==> config.mk <==
export PLATFORM = sky130hd
export DESIGN_NAME = apb_regfile_slave
export DESIGN_NICKNAME = d
export VERILOG_FILES = /design/src/rtl/apb_regfile_slave.sv
export SDC_FILE = /design/constraint.sdc
export NUM_CORES = 1
export LEC_CHECK = 0
export CAP_MARGIN = 5
export CORE_UTILIZATION = 59
export CTS_CLUSTER_DIAMETER = 50
export DETAILED_ROUTE_END_ITERATION = 10
export PLACE_DENSITY = 0.89
export SLEW_MARGIN = 0
export SYNTH_ARGS = -nofsm -noshare
export SYNTH_HDL_FRONTEND = slang
export SYNTH_SLANG_ARGS = --single-unit
==> constraint.sdc <==
create_clock -name PCLK -period 3 [get_ports PCLK]
set_input_delay 0.3 -clock PCLK [delete_from_list [all_inputs] [get_ports PCLK]]
set_output_delay 0.3 -clock PCLK [all_outputs]
set_load 0.05 [all_outputs]
==> src/rtl/apb_regfile_slave.sv <==
// APB3 completer: NUM_REGS read/write registers plus a read-only completed-transfer counter.
// Define APB_SLV_ERR_EN to report illegal accesses on PSLVERR; otherwise PSLVERR is tied low.
module apb_regfile_slave #(
  parameter int          NUM_REGS    = 8,
  parameter int          WAIT_STATES = 1,
  parameter logic [31:0] BASE_ADDR   = 32'h0000_0000
) (
  input  logic        PCLK,
  input  logic        PRESETn,
  input  logic        PSEL,
  input  logic        PENABLE,
  input  logic        PWRITE,
  input  logic [31:0] PADDR,
  input  logic [31:0] PWDATA,
  output logic [31:0] PRDATA,
  output logic        PREADY,
  output logic        PSLVERR
);

  localparam int          IDX_W     = (NUM_REGS > 1) ? $clog2(NUM_REGS) : 1;
  localparam logic [29:0] STAT_IDX  = 30'(NUM_REGS);
  localparam logic [3:0]  WAIT_INIT = 4'(WAIT_STATES);

  localparam logic ST_IDLE   = 1'b0;
  localparam logic ST_ACCESS = 1'b1;

  if (NUM_REGS < 1 || NUM_REGS > 64) begin : g_bad_num_regs
    $error("apb_regfile_slave: NUM_REGS must be in 1..64");
  end
  if (WAIT_STATES < 0 || WAIT_STATES > 15) begin : g_bad_wait_states
    $error("apb_regfile_slave: WAIT_STATES must be in 0..15");
  end
  if (BASE_ADDR[1:0] != 2'b00) begin : g_bad_base
    $error("apb_regfile_slave: BASE_ADDR must be 4-byte aligned");
  end

  logic             state_q;
  logic [3:0]       wcnt_q;
  logic [31:0]      regs_q [NUM_REGS];
  logic [31:0]      stat_q;

  logic [29:0]      idx;
  logic [IDX_W-1:0] reg_idx;
  logic             below_base;
  logic             aligned;
  logic             hit_reg;
  logic             hit_stat;
  logic             xfer_done;
  logic             wr_commit;
  logic [31:0]      rdata_mux;

  // Word index relative to BASE_ADDR; an address below the base wraps and is rejected separately.
  always_comb begin
    idx        = 30'((PADDR - BASE_ADDR) >> 2);
    reg_idx    = idx[IDX_W-1:0];
    below_base = (PADDR < BASE_ADDR);
    aligned    = (PADDR[1:0] == 2'b00);
    hit_reg    = aligned && !below_base && (idx < STAT_IDX);
    hit_stat   = aligned && !below_base && (idx == STAT_IDX);
  end

  // A transfer completes only from ACCESS, so a stray PENABLE seen in IDLE never raises PREADY.
  assign PREADY    = (state_q == ST_ACCESS) && PSEL && PENABLE && (wcnt_q == 4'd0);
  assign xfer_done = PREADY;
  assign wr_commit = xfer_done && PWRITE && hit_reg;

  // NOTE: every path assigns rdata_mux after its default, so no latch is inferred.
  always_comb begin
    rdata_mux = 32'h0000_0000;
    if (xfer_done && !PWRITE) begin
      if (hit_reg) begin
        rdata_mux = regs_q[reg_idx];
      end else if (hit_stat) begin
        rdata_mux = stat_q;
      end
    end
  end

  assign PRDATA = rdata_mux;

`ifdef APB_SLV_ERR_EN
  logic illegal;
  assign illegal = !(hit_reg || (hit_stat && !PWRITE));
  assign PSLVERR = xfer_done && illegal;
`else
  assign PSLVERR = 1'b0;
`endif

  // NOTE: state is updated with non-blocking assignments so every flop samples pre-edge values.
  always_ff @(posedge PCLK or negedge PRESETn) begin
    if (!PRESETn) begin
      state_q <= ST_IDLE;
      wcnt_q  <= 4'd0;
    end else begin
      case (state_q)
        ST_IDLE: begin
          if (PSEL && !PENABLE) begin
            state_q <= ST_ACCESS;
            wcnt_q  <= WAIT_INIT;
          end
        end
        ST_ACCESS: begin
          if (!PSEL) begin
            state_q <= ST_IDLE;
            wcnt_q  <= 4'd0;
          end else if (xfer_done) begin
            state_q <= ST_IDLE;
          end else if (wcnt_q != 4'd0) begin
            wcnt_q <= wcnt_q - 4'd1;
          end
        end
        default: begin
          state_q <= ST_IDLE;
          wcnt_q  <= 4'd0;
        end
      endcase
    end
  end

  // NOTE: the register bank sits on the async reset because software expects every register to read 0.
  always_ff @(posedge PCLK or negedge PRESETn) begin
    if (!PRESETn) begin
      for (int i = 0; i < NUM_REGS; i++) begin
        regs_q[i] <= 32'h0000_0000;
      end
    end else if (wr_commit) begin
      regs_q[reg_idx] <= PWDATA;
    end
  end

  // Counts every completed transfer, legal or not; aborted transfers never complete.
  always_ff @(posedge PCLK or negedge PRESETn) begin
    if (!PRESETn) begin
      stat_q <= 32'h0000_0000;
    end else if (xfer_done) begin
      stat_q <= stat_q + 32'd1;
    end
  end

endmodule

==> results of run 1 <==
==> cell type report <==
cell class                 count  area share
timing repair buffer         170       0.120
clock buffer                  40      0.0495
inverter                       7     0.00155
multi-input combinational    696       0.367
tap                          285      0.0211
clock inverter                11     0.00791
sequential                   293       0.433
==> routing by layer <==
| metal | vias up | GRT usage | part of all wire | routed length, um |
|---|---|---|---|---|
| met5 | - | 0 | 0 | 0 |
| li1 | 4210 | - | - | - |
| met4 | 0 | 0.217 | 0.067 | 2770 |
| met2 | 722 | 0.542 | 0.48 | 19800 |
| met1 | 5252 | 0.413 | 0.37 | 15200 |
| met3 | 222 | 0.0623 | 0.086 | 3570 |
==> cell families (layout without fill, tap and decap cells) <==
logic type,after synthesis,in the layout,synth area share
xor gates and xnor gates,31,31,0.0199
and+or+nand+nor,194,194,0.0721
other,1,1,0.000275
buffers and inverters,78,228,0.0263
DFF,293,293,0.539
adders and majority gates,2,2,0.00184
AOI/OAI and AO/OA,167,167,0.0843
muxes,301,301,0.257
==> cells in the final DEF (no fill, tap or decap), types with 10 or more instances in the layout <==
cell	count
a211oi_1	12
a21oi_1	18
a22oi_1	10
a32oi_1	16
and3_1	10
buf_12	44
buf_4	54
clkbuf_16	31
clkdlybuf4s50_1	65
dfrtp_1	293
mux2_2	266
mux2i_1	23
mux4_2	12
nand2_1	59
nand2b_1	10
nand3_1	12
nand4_1	17
nor2_1	17
nor2_4	20
nor2b_1	12
o21ai_0	19
o221ai_1	15
o22ai_1	45
xnor2_1	26
==> critical path: cells and delay by family (launching register included) <==
family	cells	cell delay (ns)
AND/OR/NAND/NOR	3	0.93
buffers and inverters	3	0.48
flip-flops	1	0.39
adder cells (fa/ha/maj)	1	0.15
AO/OA/AOI/OAI	1	0.15
==> state kept, by name, indices dropped and copies added (netlist names) <==
signal   cells
stat_q      32
regs_q     256
wcnt_q       4
state_q      1
==> power groups by stage <==
stage / combinational, mW / clock [mW] / sequential [mW]
floorplan: 0.294 / 0 / 4.09
detailed placement: 0.654 / 0 / 4.11
CTS: 0.678 / 3.74 / 4.03
global route: 0.790 / 3.92 / 4.04
finish: 0.733 / 3.76 / 4.04
global placement: 0.629 / 0 / 4.10
==> path summary, 6_finish.rpt <==
check	from	depth (start not counted)	endpoint	slack, ns
max	wcnt_q[1]	8	PRDATA[0]	0.04
min in group PCLK	PENABLE	2	state_q	0.42
min	PRESETn	2	regs_q[98]	0.36
max reg2reg	wcnt_q[1]	9	regs_q[151]	0.56
max in group asynchronous	PRESETn	3	regs_q[243]	1.83
min reg2reg	stat_q[31]	1	stat_q[31]	0.49
==> metrics by stage <==
stage / cells / total power [mW] / hold slack [ns] / area (sq um) / utilization
floorplan: 1067 / 4.39 / 0.00441 / 13600 / -
global placement: 1446 / 4.73 / 0.358 / 15600 / 0.688
detailed placement: 1446 / 4.76 / 0.372 / 15600 / 0.688
CTS: 1498 / 8.45 / 0.388 / 16700 / 0.737
global route: 1502 / 8.75 / 0.437 / 16900 / 0.747
finish: 1502 / 8.53 / 0.360 / 16900 / 0.747
==> what timing repair did <==
item	CTS	global route
hold endpoints to repair	91	0
endpoints found under the setup margin	32	33
hold buffers	1	0
gates cloned	0	2
gates resized for setup	40	30
pin swaps	0	18
setup buffers	0	2
==> flow_metrics.py, run 1 <==
metrics = {
    "drt": {
        "num_vias": 10406,
        "wire_per_inst_um": 27.5,
        "via_per_inst": 6.93,
        "drt_wl_total_um": 41300,
        "drc_errors": 0,
        "drt_iter0_drc": 1159,
        "detail-route-antenna-nets": 0,
        "drtPass1Iterations": 6,
    },
    "power": {
        "power_leakage_nw": 8.02,
        "p_sw_mw": 2.05,
        "p_seq_frac": 0.473,
        "p_int_mw": 6.48,
        "p_sw_frac": 0.240,
        "ir_drop_uv": 478,
        "pwr-share-comb": 0.086,
        "power_frac_clock": 0.441,
        "p_per_area_nw_per_um2": 504,
    },
    "worst_setup_path": {
        "required_ns": 2.70,
        "critPathKind": "flip-flop to primary output",
        "crit_chain": "inv_1 -> ha_4 -> nor3b_4 -> nand2_2 -> or4b_4 -> clkbuf_16 -> a21oi_4 -> buf_12",
        "start_kind": "flip-flop",
        "critPathArrivalTime_ns": 2.66,
        "path_max_fanout": 8,
        "cp_slowest_cell": "or4b_4",
        "critPathMaxStageDelay_ns": 0.61,
        "end_kind": "primary output",
    },
    "die": {
        "die_y_um": 154,
        "core_sq_um": 22600,
        "fp.dieW_um": 154,
        "fp-row-count": 55,
        "io_pins": 103,
        "floorplan.initialDensity": 0.601,
        "dieArea_sq_um": 23700,
    },
    "synthesis": {
        "synth_nets": 1138,
        "netlist.area_leader.share": 0.539,
        "synth_area_leaders": "dfrtp_1, mux2_2, o22ai_1",
        "ys_warn_count": 0,
        "netlist_top_cells_count": "dfrtp_1, mux2_2, nand2_1, o22ai_1, nor2_1",
        "yosysSeqAreaShare": 0.539,
        "synthDistinctLibCells": 50,
        "synth_most_common_cell": "dfrtp_1",
        "synth_area_sq_um": 13600,
        "synth-seq-cells": 293,
        "yosys.area.top_type": "dfrtp_1",
        "synth_edf_count": 0,
        "syn_inst": 1067,
        "synthArstFlopShare": 1.00,
        "synth_ff_type": "dfrtp_1",
        "syn_area_per_cell_sq_um": 12.8,
    },
    "layout": {
        "regArea_sq_um": 7330,
        "fill_cells": 1255,
        "multi_input_area_sq_um": 6200,
        "area_delta_synth_final_pct": 24.3,
        "drive_gt1_frac": 0.389,
        "diodes": 0,
        "nets": 1267,
    },
    "timing": {
        "tightest_slew_ns": 0.810,
        "worst_clock_skew_ns": 0.0150,
        "rsz0062_at_grt": "yes",
        "fmax_mhz": 338,
        "period_share": 0.987,
        "timing.slew.headroom": 0.456,
        "setup_viol": 0,
        "period_minus_slack_ns": 2.96,
        "fin_ws_ns": 0.0381,
        "slew_viol_final": 0,
        "hold_violations": 0,
        "finalSetupTns_ns": 0,
    },
    "grt": {
        "grt_pass1_vias": 10747,
        "grt.total_usage": 0.334,
        "grt_overflow_total": 0,
        "grt_pass1_wl_um": 60200,
        "antenna_found_initial": 0,
        "grt_max_degree": 97,
    },
    "run_status": {
        "status": "finished clean",
    },
    "cts": {
        "clk_latency_ns": 0.56,
        "clock-sinks": 293,
        "cts_tree": "built",
        "path_clk_slew_ns": 0.07,
        "htree_levels": 1,
        "cts_buffer_depth": 3,
        "cts_root_buffer": "clkbuf_16",
        "cts_buffers": 28,
    },
    "placed_design": {
        "post-place-ws_ns": 0.0541,
        "port_buffers": 101,
        "globalplace.congestion": 0.846,
        "place_hpwl_um": 24300,
    },
    "flow_run": {
        "maxCapViolations": 0,
    },
    "min_path": {
        "hp-class": "input pin to asynchronous set/reset pin",
    },
}
Note: power is estimated with default switching activity, not from simulation.
==> run 2, diff against run 1 <==
--- a/config.mk
+++ b/config.mk
@@ -7,8 +7,8 @@
 export LEC_CHECK = 0
 export CAP_MARGIN = 5
-export CORE_UTILIZATION = 59
+export CORE_UTILIZATION = 25
 export CTS_CLUSTER_DIAMETER = 50
 export DETAILED_ROUTE_END_ITERATION = 10
-export PLACE_DENSITY = 0.89
+export PLACE_DENSITY = 0.5
 export SLEW_MARGIN = 0
 export SYNTH_ARGS = -nofsm -noshare
==> constraint.sdc (replaced) <==
create_clock -name PCLK -period 3 [get_ports PCLK]
set_input_delay 0.3 -clock PCLK [delete_from_list [all_inputs] [get_ports PCLK]]
set_output_delay 0.3 -clock PCLK [all_outputs]
set_load 0.02 [all_outputs]
==> run 2 against run 1 <==
Compared with the run above:
- cell count up 29%
- power up 12%
- final area up 1.2%
- critical endpoint is now PRDATA[6]
- combinational power down 6.5%
==> flow_metrics.py, run 2 (synthesis results as in run 1) <==
metrics = {
    "run_status": {
        "status": "finished clean",
    },
    "worst_setup_path": {
        "r2r_end": "regs_q[120]",
        "cpMostUsedCell": "buf_4",
        "required_ns": 2.70,
        "ff2ff_path_depth": 9,
        "path_max_fanout": 7,
        "crit_chain": "inv_1 -> ha_2 -> nor3b_4 -> nand2_1 -> or4b_4 -> buf_4 -> nor2_1 -> buf_4",
        "r2r_slack_ns": 0.54,
        "critPathMaxStageDelay_ns": 0.55,
        "start_kind": "flip-flop",
        "end_kind": "primary output",
        "critPathArrivalTime_ns": 2.57,
        "crit-reg2reg-launch": "wcnt_q[0]",
        "cp_slowest_cell": "or4b_4",
        "critPathKind": "flip-flop to primary output",
    },
    "cts": {
        "cts_setup_buffers": 0,
        "clock-sinks": 293,
        "path_clk_slew_ns": 0.05,
        "clk_latency_ns": 0.53,
        "htree_levels": 2,
        "cts_tree": "built",
        "cts_buffer_depth": 3,
        "cts_root_buffer": "clkbuf_16",
        "cts_buffers": 39,
    },
    "timing": {
        "fin_ws_ns": 0.126,
        "hold_violations": 0,
        "slew_viol_final": 0,
        "period_minus_slack_ns": 2.87,
        "timing.slew.headroom": 0.611,
        "fmax_mhz": 348,
        "period_share": 0.958,
        "tightest_slew_ns": 0.579,
        "finalSetupTns_ns": 0,
        "setup_viol": 0,
        "worst_clock_skew_ns": 0.0159,
        "rsz0062_at_grt": "yes",
    },
    "drt": {
        "detail-route-antenna-nets": 0,
        "drtPass1Iterations": 5,
        "drt_wl_total_um": 42300,
        "num_vias": 9536,
        "drt_iter0_drc": 594,
        "via_per_inst": 4.92,
        "drc_errors": 0,
        "wire_per_inst_um": 21.8,
    },
    "placed_design": {
        "place_hpwl_um": 28700,
        "post-place-ws_ns": -0.230,
        "dpl_cell_area_sq_um": 15900,
        "port_buffers": 101,
        "globalplace.congestion": 0.796,
    },
    "power": {
        "report.power.total_mw": 9.54,
        "p_sw_frac": 0.234,
        "p_int_mw": 7.31,
        "ir_drop_uv": 330,
        "power_frac_clock": 0.505,
        "p_seq_frac": 0.424,
        "p_sw_mw": 2.23,
        "pwr-share-comb": 0.072,
        "power_leakage_nw": 8.13,
        "p_per_area_nw_per_um2": 557,
    },
    "flow_run": {
        "maxCapViolations": 0,
    },
    "grt": {
        "antenna_found_initial": 4,
        "grt.total_usage": 0.153,
        "grt_max_degree": 77,
        "grt_pass1_wl_um": 64100,
        "grt_pass1_vias": 9942,
        "grt_overflow_total": 0,
    },
    "layout": {
        "drive_gt1_frac": 0.378,
        "fin_util": 0.318,
        "diodes": 0,
        "layout_commonest_cell": "dfrtp_1",
        "largest_registers": "regs_q (256), stat_q (32), wcnt_q (4)",
        "fill_cells": 5402,
        "finalInstanceArea_sq_um": 17100,
        "area_delta_synth_final_pct": 25.8,
        "final_cell_mix": "dfrtp_1, mux2_2, buf_4, clkdlybuf4s50_1, nand2_1",
        "nets": 1287,
        "top_register": "regs_q",
        "largest_reg_flops": 256,
    },
    "min_path": {
        "hp-class": "input pin to asynchronous set/reset pin",
    },
    "die": {
        "floorplan.initialDensity": 0.253,
        "fp-row-count": 85,
        "fp.dieW_um": 235,
        "die_y_um": 235,
        "core_sq_um": 53800,
        "io_pins": 103,
        "dieArea_sq_um": 55400,
    },
}
-- run 2: cell type report --
class	count	area, sq um	area share
multi-input combinational	696	5970	0.349
inverter	7	26.3	0.00153
tap	696	871	0.0509
clock inverter	19	269	0.0157
sequential	293	7330	0.428
clock buffer	49	1060	0.0621
timing repair buffer	179	1590	0.0929
-- run 2: per-layer routing --
| metal | vias to the layer above | track usage | wire, um |
|---|---|---|---|
| met3 | 64 | 0.0288 | 1810 |
| li1 | 4263 | - | - |
| met1 | 5005 | 0.200 | 19000 |
| met5 | - | 0 | 39 |
| met2 | 198 | 0.257 | 20500 |
| met4 | 6 | 0.0408 | 902 |
-- run 2: how the worst max path moves through the flow --
stage               startpoint         end  slack [ns]
floorplan            wcnt_q[0]  PRDATA[10]        0.44
global placement     PADDR[20]  PRDATA[14]       -0.22
detailed placement   PADDR[20]   PRDATA[3]       -0.23
CTS                  wcnt_q[0]  PRDATA[15]      0.0005
global route         wcnt_q[0]   PRDATA[2]       -0.01
finish               wcnt_q[0]   PRDATA[6]        0.13
-- run 2: worst max-delay path: cells and delay by family, from the launching register on --
| family | cells | cell delay, ns |
|---|---|---|
| buf+inv | 3 | 0.45 |
| fa+ha+maj | 1 | 0.20 |
| simple gates | 4 | 1.01 |
| flops | 1 | 0.39 |
-- run 2: per-stage QoR --
step	hold slack, ns	cells
floorplan	0.00441	1067
global placement	0.301	1870
detailed placement	0.305	1870
CTS	0.351	1939
global route	0.402	1939
finish	0.329	1939
-- run 2: what timing repair did --
item / CTS / global route
pin swaps: 0 / 0
gates resized for setup: 121 / 34
hold endpoints to repair: 59 / 0
setup endpoints to repair: 32 / 26
hold buffers: 1 / 0
-- run 2: power by group through the flow --
stage,Clock [mW],Sequential (mW),Combinational (mW)
global placement,0,4.11,0.674
global route,5.08,4.05,0.763
detailed placement,0,4.11,0.678
finish,4.81,4.04,0.685
floorplan,0,4.09,0.291
CTS,4.92,4.04,0.693
